[src/rtl/fphub_sqrt_param.sv]
// Iterative square root for HUB floating-point operands: radix-2 restoring
// recurrence producing one root bit per cycle, with early bypass of special operands.
//
// state | meaning
// IDLE  | waiting for start; operand captured on the accepting edge
// LOAD  | classify operand; specials go straight to DONE, normals build radicand
// CALC  | MAN_W+1 recurrence cycles, computing=1
// DONE  | single cycle, finish=1, res/invalid valid
module fphub_sqrt_param #(
    parameter int EXP_W = 8,
    parameter int MAN_W = 23,
    parameter int BIAS  = 2**(EXP_W-1)-1,
    localparam int W    = 1+EXP_W+MAN_W
) (
    input  logic         clk,
    input  logic         rst_l,
    input  logic         start,
    input  logic [W-1:0] x,
    output logic [W-1:0] res,
    output logic         finish,
    output logic         computing,
    output logic         invalid
);

    localparam int CNT_W = $clog2(MAN_W+1);
    localparam logic [EXP_W:0] BIAS_U = (EXP_W+1)'(BIAS);
    localparam logic [W-1:0] CANON_NAN = {1'b0, {EXP_W{1'b1}}, 1'b1, {(MAN_W-1){1'b0}}};

    typedef enum logic [1:0] {IDLE, LOAD, CALC, DONE} state_t;

    state_t             state_q;
    logic [W-1:0]       x_q;
    logic [2*MAN_W+1:0] rad_q;
    logic [MAN_W+3:0]   rem_q;
    logic [MAN_W:0]     q_q;
    logic [CNT_W-1:0]   cnt_q;
    logic [EXP_W-1:0]   exp_q;
    logic [W-1:0]       res_q;
    logic               fin_q;
    logic               comp_q;
    logic               inv_q;

    logic               sign_w;
    logic [EXP_W-1:0]   exp_w;
    logic [MAN_W-1:0]   man_w;
    logic [EXP_W:0]     exp_sum;
    logic               exp_zero;
    logic               exp_ones;
    logic               special;
    logic [W-1:0]       spec_res;
    logic               spec_inv;
    logic [MAN_W+1:0]   s_w;
    logic [2*MAN_W+1:0] rad_full;
    logic [2*MAN_W+1:0] rad_d;
    logic [MAN_W+3:0]   trial;
    logic [MAN_W+3:0]   dval;
    logic [MAN_W+3:0]   rem_d;
    logic [MAN_W:0]     q_d;

    always_comb begin
        sign_w   = x_q[W-1];
        exp_w    = x_q[W-2 -: EXP_W];
        man_w    = x_q[MAN_W-1:0];
        exp_zero = (exp_w == '0);
        exp_ones = (exp_w == {EXP_W{1'b1}});
        special  = exp_zero | exp_ones | sign_w;

        spec_res = CANON_NAN;
        spec_inv = 1'b1;
        if (exp_zero) begin
            spec_res = {sign_w, {(W-1){1'b0}}};
            spec_inv = 1'b0;
        end else if (exp_ones && (man_w == '0) && !sign_w) begin
            spec_res = x_q;
            spec_inv = 1'b0;
        end

        // floor((exp-BIAS)/2)+BIAS == floor((exp+BIAS)/2); bit 0 is the parity of exp-BIAS
        exp_sum  = {1'b0, exp_w} + BIAS_U;

        // Radicand 1.man plus ILSB, scaled so the integer root has MAN_W fraction bits
        s_w      = {1'b1, man_w, 1'b1};
        rad_full = {s_w, {MAN_W{1'b0}}};
        rad_d    = exp_sum[0] ? rad_full : (rad_full >> 1);

        trial = (rem_q << 2) | {{(MAN_W+2){1'b0}}, rad_q[2*MAN_W+1 -: 2]};
        dval  = {1'b0, q_q, 2'b01};
        if (trial >= dval) begin
            rem_d = trial - dval;
            q_d   = {q_q[MAN_W-1:0], 1'b1};
        end else begin
            rem_d = trial;
            q_d   = {q_q[MAN_W-1:0], 1'b0};
        end
    end

    always_ff @(posedge clk) begin
        if (!rst_l) begin
            state_q <= IDLE;
            x_q     <= '0;
            rad_q   <= '0;
            rem_q   <= '0;
            q_q     <= '0;
            cnt_q   <= '0;
            exp_q   <= '0;
            res_q   <= '0;
            fin_q   <= 1'b0;
            comp_q  <= 1'b0;
            inv_q   <= 1'b0;
        end else begin
            fin_q <= 1'b0;
            case (state_q)
                IDLE: begin
                    if (start) begin
                        x_q     <= x;
                        state_q <= LOAD;
                    end
                end
                LOAD: begin
                    if (special) begin
                        res_q   <= spec_res;
                        inv_q   <= spec_inv;
                        fin_q   <= 1'b1;
                        state_q <= DONE;
                    end else begin
                        rad_q   <= rad_d;
                        rem_q   <= '0;
                        q_q     <= '0;
                        exp_q   <= exp_sum[EXP_W:1];
                        cnt_q   <= CNT_W'(MAN_W);
                        comp_q  <= 1'b1;
                        state_q <= CALC;
                    end
                end
                CALC: begin
                    rad_q <= rad_q << 2;
                    rem_q <= rem_d;
                    q_q   <= q_d;
                    cnt_q <= cnt_q - 1'b1;
                    if (cnt_q == '0) begin
                        res_q   <= {1'b0, exp_q, q_d[MAN_W-1:0]};
                        inv_q   <= 1'b0;
                        fin_q   <= 1'b1;
                        comp_q  <= 1'b0;
                        state_q <= DONE;
                    end
                end
                DONE: begin
                    state_q <= IDLE;
                end
                default: begin
                    state_q <= IDLE;
                end
            endcase
        end
    end

    assign res       = res_q;
    assign finish    = fin_q;
    assign computing = comp_q;
    assign invalid   = inv_q;

endmodule

[config.mk]
export PLATFORM = sky130hd
export DESIGN_NAME = fphub_sqrt_param
export DESIGN_NICKNAME = d
export VERILOG_FILES = /design/src/rtl/fphub_sqrt_param.sv
export SDC_FILE = /design/constraint.sdc
export NUM_CORES = 1
export LEC_CHECK = 0
export ABC_AREA = 1
export BUFFER_PORTS_ARGS = -buffer_cell sky130_fd_sc_hd__clkbuf_2
export CAP_MARGIN = 20
export CORE_UTILIZATION = 60
export CTS_CLUSTER_DIAMETER = 60
export DETAILED_ROUTE_END_ITERATION = 10
export PLACE_DENSITY = 0.9
export SETUP_SLACK_MARGIN = 0.3
export SLEW_MARGIN = 20
export SYNTH_ARGS = -nofsm -noshare
export SYNTH_HDL_FRONTEND = slang
export SYNTH_SLANG_ARGS = --single-unit
[constraint.sdc]
create_clock -name clk -period 3.2 [get_ports clk]
set_input_delay 0.64 -clock clk [delete_from_list [all_inputs] [get_ports clk]]
set_output_delay 0.64 -clock clk [all_outputs]
set_load 0.03 [all_outputs]
==> flow_summary_export.csv <==
group,metric,value,unit
status,status,"finished clean",
global_routing,grt_usage,0.319,
setup_path,worst_setup_path_end_kind,"register",
sta,clock.fmax,0.370,GHz
cts,holdBufCountCts,0,
yosys,yosysSeqAreaShare,0.362,
sta,finalCriticalPeriod,2.70,ns
cts,cts_tree,"done",
drt,remaining_drc_errors,0,
place,place_ws,0.568,ns
floorplan,die_w,122,µm
yosys,yosysUniqueCellTypes,42,
run,maxCapViolCount,0,
place,hpwl,15200,µm
yosys,synth_area_leaders,"dfxtp_1 (36%), nand2_1 (12%), a21oi_1 (9.6%)",
yosys,synth-edff-count,0,
sta,worst_pin_slew,0.677,ns
sta,fin_tns_setup,0,ns
sta,fin_skew,0.00882,ns
sta,setup_slack,0.499,ns
setup_path,crit_required,3.55,ns
drt,vias,8654,
setup_path,arrival,3.06,ns
power,power_density,1100,nW/µm²
place,post-place-cells,1489,
global_routing,grt_pass1_vias,8058,
drt,antenna_left,0,
floorplan,start_util,0.621,
cts,cts_max_level,4,
drt,drtIter0Drc,748,
drt,firstDrtPassIters,5,
power,p_leak,4.39,nW
sta,hold_viol_final,0,
drt,post_drt_wl_per_cell,15.2,µm
hold_path,min_path_type,"register to register",
layout,diodes,0,
yosys,synthFlopType,"dfxtp_1",
sta,slew_headroom,0.548,
place,portBuffers,69,
floorplan,num_rows,43,
yosys,syn_area_per_cell,6.74,µm²
cts,cts.path.max_buffers,2,
global_routing,grt_pass1_wl,37800,µm
yosys,yosysTopAreaCell,"dfxtp_1",
sta,period_share,0.844,
yosys,synth_top_area_share,0.362,
cts,postCtsSetupRepairBufs,0,
yosys,syn_nets,1357,
power,vdd_drop_max,0.677,mV
global_routing,antenna_found_initial,0,
drt,wirelength,23100,µm
cts,worst_skew_pair.late_latency,0.43,ns
drt,via_per_inst,5.70,
sta,finalMaxSlewViolations,0,
floorplan,io_pins,70,
cts,numCtsBuffers,17,
sta,finalSetupViolCount,0,
yosys,syn_inst,1288,
layout,final_nets,1398,
global_routing,grt-ovfl-total,0,
power,total_power,0.0107,W
floorplan,die-area,15000,µm²
cts,clkTransAtPathRegs,0.07,ns
cts,cts_repair_resize_count,0,
layout,fin_cells,1519,
sta,rsz0062_at_grt,"false",
yosys,ys_async_sr_fraction,0,
cts,clock-sinks,157,
setup_path,crit_fanout,27,
place,place_congestion,1.01,
floorplan,core,14000,µm²
yosys,yosysWarnings,0,
setup_path,startpoint_type,"register",
sta,whs,0.455,ns
yosys,ys_seq_elements,157,
cts,cts-root-buf,"clkbuf_16",
layout,synthToLayoutAreaGrowth,11.8,%
floorplan,die_h,122,µm
setup_path,critPathKind,"register to register",
global_routing,grt_max_degree,62,
yosys,synth.cell_area,8690,µm²
layout,drive_gt1_frac,0.114,
[worst max-delay path, stage by stage (launching register included)]
cell     delay, ns
dfxtp_1       0.44
inv_1         0.07
ha_1          0.34
nand2_1       0.10
inv_1         0.05
nand2_1       0.08
inv_1         0.07
nand2_1       0.09
nand3_1       0.17
nand2_4       0.36
nand3_2       0.45
nand3_2       0.16
nand3_1       0.09
a21oi_1       0.15
[layout by cell type, fill, tap and decap left out, drive strengths merged]
cell type  instances
a21oi            169
clkinv             3
o21ai            106
and3               2
nand3b             2
or2                3
nand2            284
a221oi            20
clkbuf            89
a21o               1
a31oi              3
a22oi              1
o22ai              1
nor2             100
buf               15
bufinv             4
nand3             74
inv              200
nand4             40
xor2               8
o211ai             1
xnor2              8
and2               3
dfxtp            157
nor3              10
nor3b              1
ha                34
[worst paths after layout]
check,to,start,slack (ns),depth (start not counted)
worst max-delay path,rem_q[19]$_SDFFE_PN0P_,q_q[5]$_SDFFE_PN0P_,0.50,13
worst min-delay path,exp_q[6]$_SDFFE_PN0P_,exp_q[6]$_SDFFE_PN0P_,0.45,2
worst max register to register,rem_q[19]$_SDFFE_PN0P_,q_q[5]$_SDFFE_PN0P_,0.50,13
worst min register to register,exp_q[6]$_SDFFE_PN0P_,exp_q[6]$_SDFFE_PN0P_,0.45,2
[report_power, final]
part / leakage (nW) / internal [W] / switching (W)
clock network: 0.297 / 0.00132 / 0.000822
logic: 2.81 / 0.00173 / 0.00393
registers: 1.29 / 0.00253 / 0.000351
total: 4.39 / 0.00559 / 0.00510
[registers in the layout, indices dropped and copies added, names as in the netlist, 2 cells and up]
signal,flops
res,32
x_q,32
rad_q,26
rem_q,25
q_q,24
exp_q,8
cnt_q,5
state_q,2
[cell families after synthesis]
logic type | after synthesis | share of synthesized area
buffers and inverters | 261 | 0.121
adders and majority gates | 34 | 0.0490
xor gates and xnor gates | 16 | 0.0161
and+or+nand+nor | 518 | 0.265
DFF | 157 | 0.362
AOI/OAI and AO/OA | 302 | 0.187
[area by class of cell]
cell class | count | area [µm²]
inverter | 198 | 743
sequential | 157 | 3140
multi-input combinational | 871 | 4510
clock inverter | 9 | 160
clock buffer | 20 | 447
fill | 1156 | 4270
tap | 180 | 225
timing repair buffer | 84 | 483
[stage by stage]
stage	instance area, µm²	util
2_1_floorplan	8690	-
5_1_grt	9720	0.695
4_1_cts	9710	0.694
3_5_place_dp	9100	0.650
3_3_place_gp	9100	0.650
6_report	9720	0.695
[metal layers]
layer,global-route usage,vias to the layer above,part of all wire
met5,0,-,0
met4,0.202,0,0.048
met3,0.0641,84,0.059
met2,0.530,352,0.48
met1,0.375,3943,0.41
li1,-,4275,-
[cell usage after synthesis, drive strengths merged (8+ instances only)]
library cell	instances
ha	34
buf	29
inv	197
o21ai	106
clkbuf	34
nand3	73
a221oi	20
xnor2	8
nand4	40
dfxtp	157
xor2	8
nor3	10
a21oi	169
nor2	100
nand2	284
Note: power is estimated with default switching activity, not from simulation.
